==> src/rtl/led_pkg.sv <==
// Shared types and default parameters for the LED pattern generator.
package led_pkg;

  typedef enum logic [1:0] {
    DIV     = 2'd0,
    CHASE   = 2'd1,
    BREATHE = 2'd2,
    OFF     = 2'd3
  } led_mode_e;

  typedef enum logic {
    DirUp   = 1'b0,
    DirDown = 1'b1
  } led_dir_e;

  localparam int unsigned DefNLed    = 4;
  localparam int unsigned DefCntW    = 32;
  localparam int unsigned DefTapTop  = 26;
  localparam int unsigned DefTapStep = 2;
  localparam int unsigned DefTickBit = 20;
  localparam int unsigned DefPwmW    = 8;

endpackage

==> src/rtl/led_pattern_gen_if.sv <==
// Control/drive bundle between a pattern generator and whatever steers it.
interface led_pattern_gen_if
  import led_pkg::*;
#(
  parameter int unsigned N_LED = DefNLed
) ();

  logic             en;
  led_mode_e        mode;
  logic [N_LED-1:0] led;
  logic             tick;

  modport master (
    output en,
    output mode,
    input  led,
    input  tick
  );

  modport slave (
    input  en,
    input  mode,
    output led,
    output tick
  );

endinterface

==> src/rtl/led_tick_gen.sv <==
// Free-running enabled counter plus a registered one-cycle tick each time the
// low TICK_BIT+1 counter bits roll over.
module led_tick_gen
  import led_pkg::*;
#(
  parameter int unsigned CNT_W    = DefCntW,
  parameter int unsigned TICK_BIT = DefTickBit
) (
  input  logic             clk,
  input  logic             rst,
  input  logic             en,
  output logic [CNT_W-1:0] cnt,
  output logic             tick
);

  if (TICK_BIT >= CNT_W) begin : g_bad_tick_bit
    $error("led_tick_gen: TICK_BIT must be below CNT_W");
  end

  logic [CNT_W-1:0] cnt_q;
  logic             tick_q;

  always_ff @(posedge clk) begin
    if (rst) begin
      cnt_q  <= '0;
      tick_q <= 1'b0;
    end else begin
      if (en) begin
        cnt_q <= cnt_q + CNT_W'(1);
      end
      tick_q <= en && (&cnt_q[TICK_BIT:0]);
    end
  end

  assign cnt  = cnt_q;
  assign tick = tick_q;

endmodule

==> src/rtl/led_pattern_gen.sv <==
// LED pattern generator: divided-clock taps, one-hot chase, triangle-PWM breathe
// or off, all stepped by the tick from led_tick_gen.
module led_pattern_gen
  import led_pkg::*;
#(
  parameter int unsigned N_LED    = DefNLed,
  parameter int unsigned CNT_W    = DefCntW,
  parameter int unsigned TAP_TOP  = DefTapTop,
  parameter int unsigned TAP_STEP = DefTapStep,
  parameter int unsigned TICK_BIT = DefTickBit,
  parameter int unsigned PWM_W    = DefPwmW
) (
  input logic               clk,
  input logic               rst,
  led_pattern_gen_if.slave  bus
);

  if (N_LED < 1 || N_LED > 16) begin : g_bad_n_led
    $error("led_pattern_gen: N_LED must be 1..16");
  end
  if (TAP_TOP >= CNT_W) begin : g_bad_tap_top
    $error("led_pattern_gen: TAP_TOP must be below CNT_W");
  end
  if (TAP_TOP < (N_LED - 1) * TAP_STEP) begin : g_bad_tap_step
    $error("led_pattern_gen: lowest LED tap falls below counter bit 0");
  end
  if (PWM_W < 1 || PWM_W > CNT_W) begin : g_bad_pwm_w
    $error("led_pattern_gen: PWM_W must be 1..CNT_W");
  end

  localparam logic [N_LED-1:0] ChaseInit = N_LED'(1);
  localparam logic [PWM_W-1:0] DutyMax   = '1;

  logic [CNT_W-1:0] cnt;
  logic             tick;

  led_tick_gen #(
    .CNT_W    (CNT_W),
    .TICK_BIT (TICK_BIT)
  ) u_tick_gen (
    .clk  (clk),
    .rst  (rst),
    .en   (bus.en),
    .cnt  (cnt),
    .tick (tick)
  );

  logic [N_LED-1:0] div_led;
  for (genvar i = 0; i < N_LED; i++) begin : g_tap
    assign div_led[i] = cnt[TAP_TOP - i * TAP_STEP];
  end

  // Only the taps and the PWM slice of the counter are consumed here.
  logic unused_cnt;
  assign unused_cnt = ^cnt;

  led_mode_e        mode_q;
  logic [N_LED-1:0] chase_q, chase_d;
  logic [PWM_W-1:0] duty_q, duty_d;
  led_dir_e         dir_q, dir_d;
  logic [N_LED-1:0] led_q, led_d;
  logic             mode_chg;
  logic             step;
  logic             pwm_on;

  always_comb begin
    mode_chg = (bus.mode != mode_q);
    // A tick landing on a mode change is dropped so the new pattern starts clean.
    step     = bus.en && tick && !mode_chg;
    chase_d  = chase_q;
    duty_d   = duty_q;
    dir_d    = dir_q;
    if (mode_chg) begin
      chase_d = ChaseInit;
      duty_d  = '0;
      dir_d   = DirUp;
    end else if (step) begin
      // Shift-or rotate also degenerates correctly to a fixed bit when N_LED is 1.
      chase_d = (chase_q << 1) | (chase_q >> (N_LED - 1));
      unique case (dir_q)
        DirUp: begin
          if (duty_q == DutyMax) begin
            dir_d  = DirDown;
            duty_d = duty_q - PWM_W'(1);
          end else begin
            duty_d = duty_q + PWM_W'(1);
          end
        end
        DirDown: begin
          if (duty_q == '0) begin
            dir_d  = DirUp;
            duty_d = duty_q + PWM_W'(1);
          end else begin
            duty_d = duty_q - PWM_W'(1);
          end
        end
      endcase
    end
  end

  always_comb begin
    pwm_on = (cnt[PWM_W-1:0] < duty_d);
    led_d  = led_q;
    if (bus.en) begin
      unique case (bus.mode)
        DIV:     led_d = div_led;
        CHASE:   led_d = chase_d;
        BREATHE: led_d = {N_LED{pwm_on}};
        OFF:     led_d = '0;
      endcase
    end
  end

  always_ff @(posedge clk) begin
    if (rst) begin
      mode_q  <= DIV;
      chase_q <= ChaseInit;
      duty_q  <= '0;
      dir_q   <= DirUp;
      led_q   <= '0;
    end else begin
      mode_q  <= bus.mode;
      chase_q <= chase_d;
      duty_q  <= duty_d;
      dir_q   <= dir_d;
      led_q   <= led_d;
    end
  end

  assign bus.led  = led_q;
  assign bus.tick = tick;

endmodule

==> src/flat_wrapper.sv <==
// flat-port wrapper written by rule: the top's interface ports become plain ports
module led_pattern_gen_flat import led_pkg::*;
#(
  parameter int unsigned N_LED    = DefNLed,
  parameter int unsigned CNT_W    = DefCntW,
  parameter int unsigned TAP_TOP  = DefTapTop,
  parameter int unsigned TAP_STEP = DefTapStep,
  parameter int unsigned TICK_BIT = DefTickBit,
  parameter int unsigned PWM_W    = DefPwmW
)
  (clk, rst, bus_en, bus_mode, bus_led, bus_tick);
  led_pattern_gen_if #(.N_LED(N_LED)) bus_i ();
  input logic clk;
  input logic rst;
  input wire logic [$bits(bus_i.en)-1:0] bus_en;
  input wire logic [$bits(bus_i.mode)-1:0] bus_mode;
  output wire logic [$bits(bus_i.led)-1:0] bus_led;
  output wire logic [$bits(bus_i.tick)-1:0] bus_tick;
  assign bus_i.en = bus_en;
  assign bus_i.mode = bus_mode;
  assign bus_led = bus_i.led;
  assign bus_tick = bus_i.tick;
  led_pattern_gen #(.N_LED(N_LED), .CNT_W(CNT_W), .TAP_TOP(TAP_TOP), .TAP_STEP(TAP_STEP), .TICK_BIT(TICK_BIT), .PWM_W(PWM_W)) u_core (.clk(clk), .rst(rst), .bus(bus_i));
endmodule
==> config.mk <==
export PLATFORM = sky130hd
export DESIGN_NAME = led_pattern_gen_flat
export DESIGN_NICKNAME = d
export VERILOG_FILES = /design/src/rtl/led_pkg.sv /design/src/rtl/led_pattern_gen_if.sv /design/src/rtl/led_tick_gen.sv /design/src/rtl/led_pattern_gen.sv /design/src/flat_wrapper.sv
export SDC_FILE = /design/constraint.sdc
export NUM_CORES = 1
export LEC_CHECK = 0
export CORE_MARGIN = 8
export CORE_UTILIZATION = 40
export CTS_BUF_LIST = sky130_fd_sc_hd__clkbuf_4
export DETAILED_ROUTE_END_ITERATION = 12
export SLEW_MARGIN = 25
export SYNTH_ARGS = -nofsm -noshare
export SYNTH_HDL_FRONTEND = slang
export SYNTH_HIERARCHICAL = 1
export SYNTH_SLANG_ARGS = --single-unit
export TNS_END_PERCENT = 10
==> constraint.sdc <==
create_clock -name clk -period 3.4 [get_ports clk]
set_input_delay 0.34 -clock clk [delete_from_list [all_inputs] [get_ports clk]]
set_output_delay 0.34 -clock clk [all_outputs]
set_load 0.05 [all_outputs]
* Word-level counts from Yosys, hierarchy flattened *
Cells that the tools add are included.

storage, ports and cells
  flip-flop bits (word level) = 52
  input bits = 5
  output and inout port bits = 5
  logic and storage cells = 37

cells by class
  add/subtract/negate cells = 3
  magnitude comparators = 1
  eq/ne operators = 5
  mux-type cells = 11
  bitwise gates (word level) = 2
  reductions and logical operators = 8

operators with widths
  operator               count
  $add 32x1->32 const B  1
  $mux 8                 4
  $reduce_and 21->1      1
  $pmux 4 s4             1
  $pmux 8 s2             1
  $add 8x1->8 const B    1
  $eq 8x8->1 const B     1
  $logic_not 8->1        1
  $lt 8x8->1             1
  $mux 4                 2
  $sub 8x1->8 const B    1
  $eq 2x2->1 const B     2
  $or 4x1->4             1
  $logic_and 1x1->1      3
  $eq 2x1->1 const B     1
  $logic_not 2->1        1
  $mux 1                 2
  $ne 2x2->1             1
  $pmux 1 s2             1
  $reduce_or 2->1        1
  $logic_not 1->1        1
  $not 1->1              1

* Longest topological paths before layout *
Gate-level depths: netlist of the first run.

  word-level depth = 7
  depth in mapped cells = 14
  mapped depth without buffers = 13

* Hierarchy *
The synthesis of the first run kept the hierarchy.

modules (own cells, without submodules)
  module           times used  cells each  area each (um2)  sequential area each (um2)
  led_tick_gen     1           189         1610.3           660.6
  led_pattern_gen  1           177         1388.8           380.4

* Worst setup path before layout of the first run *
OpenSTA, ideal clock, no wires.

  path kind = reg2reg
  from = reg u_core.u_tick_gen.tick_q (netlist: u_core/u_tick_gen/tick)
  to = reg u_core.led_q[0] (netlist: u_core/bus.led[0])
  setup time = 91 ps
  arrival time = 2808 ps
  required time = 3309 ps
  setup slack = 501 ps
  cell stages (with the launch flop) = 13
  path buffers = 2
  period minus slack after synthesis = 2899 ps
  path through = dfxtp_1 and2_1 clkbuf_1 clkbuf_1 and4_1 a211oi_1 nand2b_1 ha_1 nand2_1 o21ai_0 nor4b_1 o211ai_1 a311oi_1

between the ends
  longest elaborated chain between the ends = 6
  elaborated cells between the ends (all ways) = 8
  classes of those cells = order compare (1); mux (5); reduce/logical (2)

RTL lines
  element                            line                    text
  start: declaration                 led_tick_gen.sv:21      logic tick_q;
  start signal: assignment           led_tick_gen.sv:31      tick_q <= en && (&cnt_q[TICK_BIT:0]);
  $logic_and 1x1->1 * (2 in series)  led_pattern_gen.sv:69   step = bus.en && tick && !mode_chg;
  $mux 8                             led_pattern_gen.sv:77   end else if (step) begin
  $mux 8                             led_pattern_gen.sv:73   if (mode_chg) begin
  $lt 8x8->1                         led_pattern_gen.sv:102  pwm_on = (cnt[PWM_W-1:0] < duty_d);
  $pmux 4 s4 *                       led_pattern_gen.sv:105  unique case (bus.mode)
  end signal: assignment             led_pattern_gen.sv:126  led_q <= led_d;
  end: declaration                   led_pattern_gen.sv:61   logic [N_LED-1:0] led_q, led_d;

Mark *: on every way between the ends. The rest lies on a longest branch, timed or not.
A chain may end at the register's enable or synchronous reset.

* Worst setup path in the final report of the first run *
  from = reg u_core.duty_q[3]
  to = reg u_core.led_q[1] (netlist: u_core/bus.led[1])

between the ends
  longest elaborated chain between the ends = 7
  elaborated cells between the ends (all ways) = 11
  classes of those cells = add/sub (2); order compare (1); eq/ne (1); mux (6); reduce/logical (1)

RTL lines
  element                              line                                          text
  start: declaration                   led_pattern_gen.sv:59                         logic [PWM_W-1:0] duty_q, duty_d;
  start signal: assignment             led_pattern_gen.sv:124                        duty_q <= duty_d;
  $sub 8x1->8 (tied with other cells)  led_pattern_gen.sv:84, led_pattern_gen.sv:94
  $mux 8, on equally long branches     led_pattern_gen.sv:90, led_pattern_gen.sv:82
  $pmux 8 s2                           led_pattern_gen.sv:80                         unique case (dir_q)
  $mux 8 *                             led_pattern_gen.sv:77
  $mux 8 *                             led_pattern_gen.sv:73
  $lt 8x8->1 *                         led_pattern_gen.sv:102
  $pmux 4 s4 *                         led_pattern_gen.sv:105

Marked as above.

==> summary.txt, run 1 <==
GLOBAL ROUTING
------------------------------------------------------------------------
Largest net degree at the start of global routing                     42
Global-route total usage across every layer                        13.0%
Initial antenna violation count                                        0
Global-route wire length before repair                          10500 µm
Number of global-route vias before repair                           2214
Final global-route overflow total                                      0

STA
------------------------------------------------------------------------
Final Hold Fails                                                       0
Hold slack final                                                  492 ps
Final Cycle Share                                                  93.1%
Post-route clock skew                                            16.4 ps
Pins over their slew limit                                             0
Worst max-slew margin expressed relative to the limit              66.6%
Final setup fails                                                      0
F_max                                                          0.316 GHz
Setup WS post-layout                                              234 ps
RSZ-0062 raised after global routing                                  no
Min cycle time layout                                            3170 ps
Pin slew with the least headroom to its limit                     499 ps
Accumulated negative setup slack                                    0 ps

FINISH
------------------------------------------------------------------------
Diodes inserted                                                        0
Final core area utilization                                        44.4%
Final net count                                                      355
Post-route cell area                                            2970 µm²
Non-filler cells, final                                              421
Area taken by flip-flops and latches                             943 µm²
Area Growth Syn to Fin                                             8.95%
Layout cell share with drive strength beyond 1                     11.1%
Footprint of the multi-input gates                              1640 µm²
Filler instances                                                     663

LOGIC SYNTHESIS
------------------------------------------------------------------------
Yosys warns                                                            6
Post-synthesis cell count                                            334
Number of nets in the synthesized netlist                            349
Combined area of all synthesized cells                          2730 µm²
Post-Synthesis Mean Instance Area                               8.16 µm²

CRITICAL PATH
------------------------------------------------------------------------
Maximum fanout encountered on the critical timing path                 7
Crit path required time                                          3680 ps
Startpoint Class                                                register
Data arrival, critical path                                      3450 ps
Endpoint class of the critical path                             register
Classification of the worst setup path                      register to register

DIE
------------------------------------------------------------------------
Effective utilization at floorplan                                 40.8%
Number of primary I/O pins                                            10
Floorplan die area                                              9710 µm²
Standard-cell row count                                               30
Core Footprint                                                  6680 µm²
Die Ht                                                           98.5 µm
Die Wd                                                           98.5 µm

CLOCK NETWORK
------------------------------------------------------------------------
Clock insertion delay at the later pin of the skew report         360 ps
Master cell of the clock root buffer                        sky130_fd_sc_hd__clkbuf_4
Clock-pin slew on the worst setup and hold paths                  150 ps
Maximum number of buffers from clock root to sink                      2
Clock tree from TritonCTS                                          built
Num Clock Sinks                                                       47
Number of H-tree levels                                                2
Total clock buffers created by CTS                                     5

ROUTING
------------------------------------------------------------------------
Overall via count from detail_route                                 2373
DRC violations left                                                    0
Number of detailed-route iterations in the first pass                  4
Number of DRC markers in iteration 0                                 113
Wirelength per Cell                                              14.5 µm
Via/cell ratio                                                      5.64
Detail Route Antenna Nets                                              0
Post-detailed-routing wire length                                6110 µm

PLACE
------------------------------------------------------------------------
Number of input and output port buffers inserted                       9
Worst setup slack after placement                                 202 ps
Number of cells in the design after placement                        411
Final Wtd Congestion                                               0.879
Detailed placer's ending HPWL                                    4410 µm
Area of placed instances                                        2890 µm²

STATUS
------------------------------------------------------------------------
Outcome                                                        completed

PWR
------------------------------------------------------------------------
Final Power                                                       910 µW
Leak Pwr                                                         1.01 nW
Pwr Density                                                   307 nW/µm²
Net switching component of the power                              241 µW
Total internal power                                              669 µW
Fraction of power consumed by combinational cells                   7.9%
Fraction of power spent switching nets                             26.5%
Portion of total power attributed to the clock network             30.2%
Register share of total power                                      61.9%
Maximum VDD drop                                                0.209 mV

FLOW RUN
------------------------------------------------------------------------
Max Cap Violations                                                     0

WORST HOLD PATH
------------------------------------------------------------------------
Worst hold-check path type                                  register to register

cell usage in the layout, fill, tap and decap left out, drive strengths merged, types with 9 or more instances in the layout:
cell and instances:
dfxtp 47, nand2 32, nor2 32, a21oi 19
buf 15, nand3 15, o21ai 14, or3 11
nor3 10, ha 10, nand4 10, clkdlybuf4s50 9
or4 9
area by class of cell:
type	instances	area share (%)
Tap cell	80	3.37
Clock buffer	5	1.26
Inverter	6	0.759
Sequential cell	47	31.8
Timing Repair Buffer	24	6.83
Clock inverter	3	0.759
Multi-Input combinational cell	256	55.2
critical path, stage by stage, from the launching register on:
cell and delay (ps):
sky130_fd_sc_hd__dfxtp_1 350, sky130_fd_sc_hd__or4_4 550, sky130_fd_sc_hd__o31ai_4 350, sky130_fd_sc_hd__and3_1 250
sky130_fd_sc_hd__nor3_1 70, sky130_fd_sc_hd__nand3b_1 190, sky130_fd_sc_hd__ha_1 310, sky130_fd_sc_hd__a21oi_1 120
sky130_fd_sc_hd__o21ai_0 110, sky130_fd_sc_hd__nor4b_1 270, sky130_fd_sc_hd__o211ai_1 230, sky130_fd_sc_hd__a311oi_1 300
routing by layer:
metal | up-vias | part of all wire, % | global-route usage (%)
met5 | - | 0 | 0
met4 | 0 | 1.8 | 3.90
met3 | 12 | 3.3 | 2.18
met2 | 35 | 47 | 22.2
met1 | 1099 | 47 | 16.2
li1 | 1227 | - | -
final timing paths:
check | startpoint | endpoint | slack, ps | cells past startpoint
setup / recovery | u_core/duty_q[3] | u_core/bus.led[1] | 230 | 11
hold / removal | u_core/u_tick_gen/cnt[12] | u_core/u_tick_gen/cnt[12] | 490 | 2
setup reg to reg | u_core/duty_q[3] | u_core/bus.led[1] | 230 | 11
hold reg to reg | u_core/u_tick_gen/cnt[12] | u_core/u_tick_gen/cnt[12] | 490 | 2
registers in the layout (all words and copies together), names as in the netlist:
name,count
u_core/bus.led,4
u_core/chase_q,4
u_core/dir_q,1
u_core/duty_q,8
u_core/mode_q,2
u_core/u_tick_gen/cnt,27
u_core/u_tick_gen/tick,1
power by group through the flow:
stage / sequential (mW) / combinational [mW] / clock (mW)
2_1_floorplan: 0.583 / 0.0386 / 0
3_3_place_gp: 0.575 / 0.0716 / 0
3_5_place_dp: 0.576 / 0.0718 / 0
4_1_cts: 0.564 / 0.0723 / 0.290
5_1_grt: 0.565 / 0.0793 / 0.315
6_report: 0.564 / 0.0716 / 0.275
timing repair:
action	CTS	global route
endpoints found under the setup margin	0	4
gates resized for setup	0	2
buffers inserted	0	2
hold buffers	0	0
Power figures use the tool's default switching activity.
==> inputs of run 2 (changes only) <==
--- a/config.mk
+++ b/config.mk
@@ -5,10 +5,13 @@
 export SDC_FILE = /design/constraint.sdc
 export NUM_CORES = 1
 export LEC_CHECK = 0
+export CAP_MARGIN = 10
 export CORE_MARGIN = 8
-export CORE_UTILIZATION = 40
+export CORE_UTILIZATION = 55
 export CTS_BUF_LIST = sky130_fd_sc_hd__clkbuf_4
 export DETAILED_ROUTE_END_ITERATION = 12
+export GPL_TIMING_DRIVEN = 0
+export PLACE_DENSITY = 0.73
 export SLEW_MARGIN = 25
 export SYNTH_ARGS = -nofsm -noshare
 export SYNTH_HDL_FRONTEND = slang
==> run 2 against run 1 <==
Effect of this change:
- sequential share of layout area shrank 0.72 points
- flip-flop and latch count stayed put
- power shrank 2.7%
- largest cell class unchanged
==> summary.txt, run 2 (same netlist as run 1, synthesis figures left out) <==
GLOBAL ROUTING
--------------------------------------------------------------------------
Initial antenna violation count                                          0
Largest net degree at the start of global routing                       14
Final global-route overflow total                                        0
Global-route total usage across every layer                          16.6%
Number of global-route vias before repair                             2247
Global-route wire length before repair                            10300 µm

CRITICAL PATH
--------------------------------------------------------------------------
Startpoint Class                                                  register
Worst reg2reg path endpoint                                   u_core/bus.led[1]
Number of cells on the worst reg-to-reg path                            13
Crit path required time                                            3650 ps
End point of the critical path                                u_core/bus.led[1]
Endpoint class of the critical path                               register
Most frequent cell on the critical path                       sky130_fd_sc_hd__buf_6
Cell family with most CP delay                                simple AND/OR/NAND/NOR gates
Logic depth of the worst path, buffers included                         13
Number of buffer and inverter stages on the critical path                2
Delay contributed by the slowest stage of the critical path         490 ps
Data arrival, critical path                                        3530 ps
RR Startpoint                                                 u_core/duty_q[4]
Maximum fanout encountered on the critical timing path                  10
Slowest-stage cell, CP                                        sky130_fd_sc_hd__or4_4
Worst R2R Setup Slack                                               120 ps
Start point of the critical path                              u_core/duty_q[4]
Worst-path cell chain                                         buf_6, or4_4, o31ai_4, buf_6, and3_4, nor3_1, nand3b_1, ha_4, a21oi_2, o21ai_1, nor4b_2, o211ai_1, a311oi_1
Classification of the worst setup path                        register to register

PLACE
--------------------------------------------------------------------------
Number of input and output port buffers inserted                         8
Worst setup slack after placement                                  -351 ps
Number of cells in the design after placement                          409
Detailed placer's ending HPWL                                      4330 µm
Final Wtd Congestion                                                 0.900

CLOCK NETWORK
--------------------------------------------------------------------------
Clock insertion delay at the later pin of the skew report           350 ps
Maximum number of buffers from clock root to sink                        2
Total clock buffers created by CTS                                       5
Clock-pin slew on the worst setup and hold paths                    130 ps
Num Clock Sinks                                                         47
Master cell of the clock root buffer                          sky130_fd_sc_hd__clkbuf_4
Clock tree from TritonCTS                                            built
Number of H-tree levels                                                  2
Hold bufs inserted after CTS                                             0

STA
--------------------------------------------------------------------------
F_max                                                            0.305 GHz
Setup WS post-layout                                                121 ps
Hold slack final                                                    326 ps
Final setup fails                                                        0
Min cycle time layout                                              3280 ps
Pin slew with the least headroom to its limit                       503 ps
Final Cycle Share                                                    96.4%
Worst max-slew margin expressed relative to the limit                66.4%
Post-route clock skew                                              6.98 ps
Final Hold Fails                                                         0
Pins over their slew limit                                               0

PWR
--------------------------------------------------------------------------
Maximum VDD drop                                                  0.187 mV
Net switching component of the power                                218 µW
Total internal power                                                668 µW
Pwr Density                                                     291 nW/µm²
Register share of total power                                        63.5%
Leak Pwr                                                           1.01 nW
Portion of total power attributed to the clock network               28.6%
Fraction of power consumed by combinational cells                     7.9%
Fraction of power spent switching nets                               24.6%

ROUTING
--------------------------------------------------------------------------
Number of DRC markers in iteration 0                                   105
Post-detailed-routing wire length                                  6060 µm
Via/cell ratio                                                        5.86
Wirelength per Cell                                                14.4 µm
Detail Route Antenna Nets                                                0
Number of detailed-route iterations in the first pass                    4
DRC violations left                                                      0
Overall via count from detail_route                                   2467

FINISH
--------------------------------------------------------------------------
Area Growth Syn to Fin                                               11.6%
Final net count                                                        368
Most common cell after layout, fill and taps aside            sky130_fd_sc_hd__dfxtp_1
Layout cell share with drive strength beyond 1                       12.7%
Most frequent cells in the layout                             sky130_fd_sc_hd__dfxtp_1 (44), sky130_fd_sc_hd__nor2_1 (32), sky130_fd_sc_hd__nand2_1 (31)
Non-filler cells, final                                                421
Number of flip-flops under the largest register name                    27
Diodes inserted                                                          0

DIE
--------------------------------------------------------------------------
Core Footprint                                                    4750 µm²
Effective utilization at floorplan                                   57.3%
Die Ht                                                             86.4 µm
Floorplan die area                                                7460 µm²
Die Wd                                                             86.4 µm
Number of primary I/O pins                                              10
Standard-cell row count                                                 25

FLOW RUN
--------------------------------------------------------------------------
Max Cap Violations                                                       0

STATUS
--------------------------------------------------------------------------
Outcome                                                          completed

WORST HOLD PATH
--------------------------------------------------------------------------
Worst hold-check path type                                    input pin to register

==> run 2: cell types whose count changed in the layout (fill, tap and decap cells not counted), moves of 2 or more <==
cell,before,now
sky130_fd_sc_hd__buf_2,0,5
sky130_fd_sc_hd__buf_4,15,4
sky130_fd_sc_hd__buf_6,0,3
sky130_fd_sc_hd__clkbuf_1,0,15
sky130_fd_sc_hd__clkinv_1,0,2
sky130_fd_sc_hd__ha_1,10,7
sky130_fd_sc_hd__ha_4,0,2
==> run 2: power groups by stage <==
stage	Sequential (mW)	Clock [mW]	Combinational, mW
finish	0.563	0.253	0.0699
detailed placement	0.575	0	0.0694
CTS	0.563	0.267	0.0696
global placement	0.575	0	0.0681
floorplan	0.583	0	0.0386
global route	0.565	0.291	0.0765
==> run 2: worst min path at each step <==
stage | startpoint | end | cells past startpoint
6_report | bus_mode[0] | u_core/mode_q[0] | 2
5_1_grt | bus_mode[0] | u_core/mode_q[0] | 2
4_1_cts | bus_mode[0] | u_core/mode_q[0] | 2
3_5_place_dp | u_core/u_tick_gen/cnt[12] | u_core/u_tick_gen/cnt[12] | 2
3_3_place_gp | u_core/u_tick_gen/cnt[12] | u_core/u_tick_gen/cnt[12] | 2
2_1_floorplan | u_core/u_tick_gen/cnt[26] | u_core/u_tick_gen/cnt[26] | 2
==> run 2: cell type report <==
cell class	count	area (µm²)
clock inverters	2	7.51
plain buffers	24	119
repair buffers	13	115
fillers	411	1710
well taps	67	83.8
inverters	6	22.5
multi-input cells	256	1700
clock buffers	6	45.0
flip-flops and latches	47	945
==> run 2: routing by layer <==
layer	up-vias	GRT usage [%]	wire length, µm
met2	49	28.8	3000
met4	0	4.85	43
li1	1252	-	-
met1	1162	20.2	2810
met5	-	0	0
met3	4	3.02	208
==> run 2: per-stage QoR <==
step	setup TNS, ps	power [mW]	cell area (µm²)	utilization [%]
after floorplan	0	0.622	2730	-
after global placement	-1020	0.643	2890	60.8
after detailed placement	-1180	0.645	2890	60.8
after CTS	0	0.900	2950	62.0
after global routing	-20.0	0.932	3040	64.0
final	0	0.886	3040	64.0
==> run 2: what timing repair did <==
| action | in CTS | in global routing |
|---|---|---|
| cloned | 0 | 1 |
| setup endpoints to repair | 4 | 4 |
| resized for setup | 0 | 16 |
| pin swaps | 1 | 6 |
| buffers inserted | 1 | 3 |
==> inputs of run 3 (changes only) <==
--- a/config.mk
+++ b/config.mk
@@ -5,6 +5,7 @@
 export SDC_FILE = /design/constraint.sdc
 export NUM_CORES = 1
 export LEC_CHECK = 0
+export ABC_AREA = 0
 export CAP_MARGIN = 10
 export CORE_MARGIN = 8
 export CORE_UTILIZATION = 55
==> results of run 3 <==
No change in the layout: final DEF, timing and power equal those of run 2.
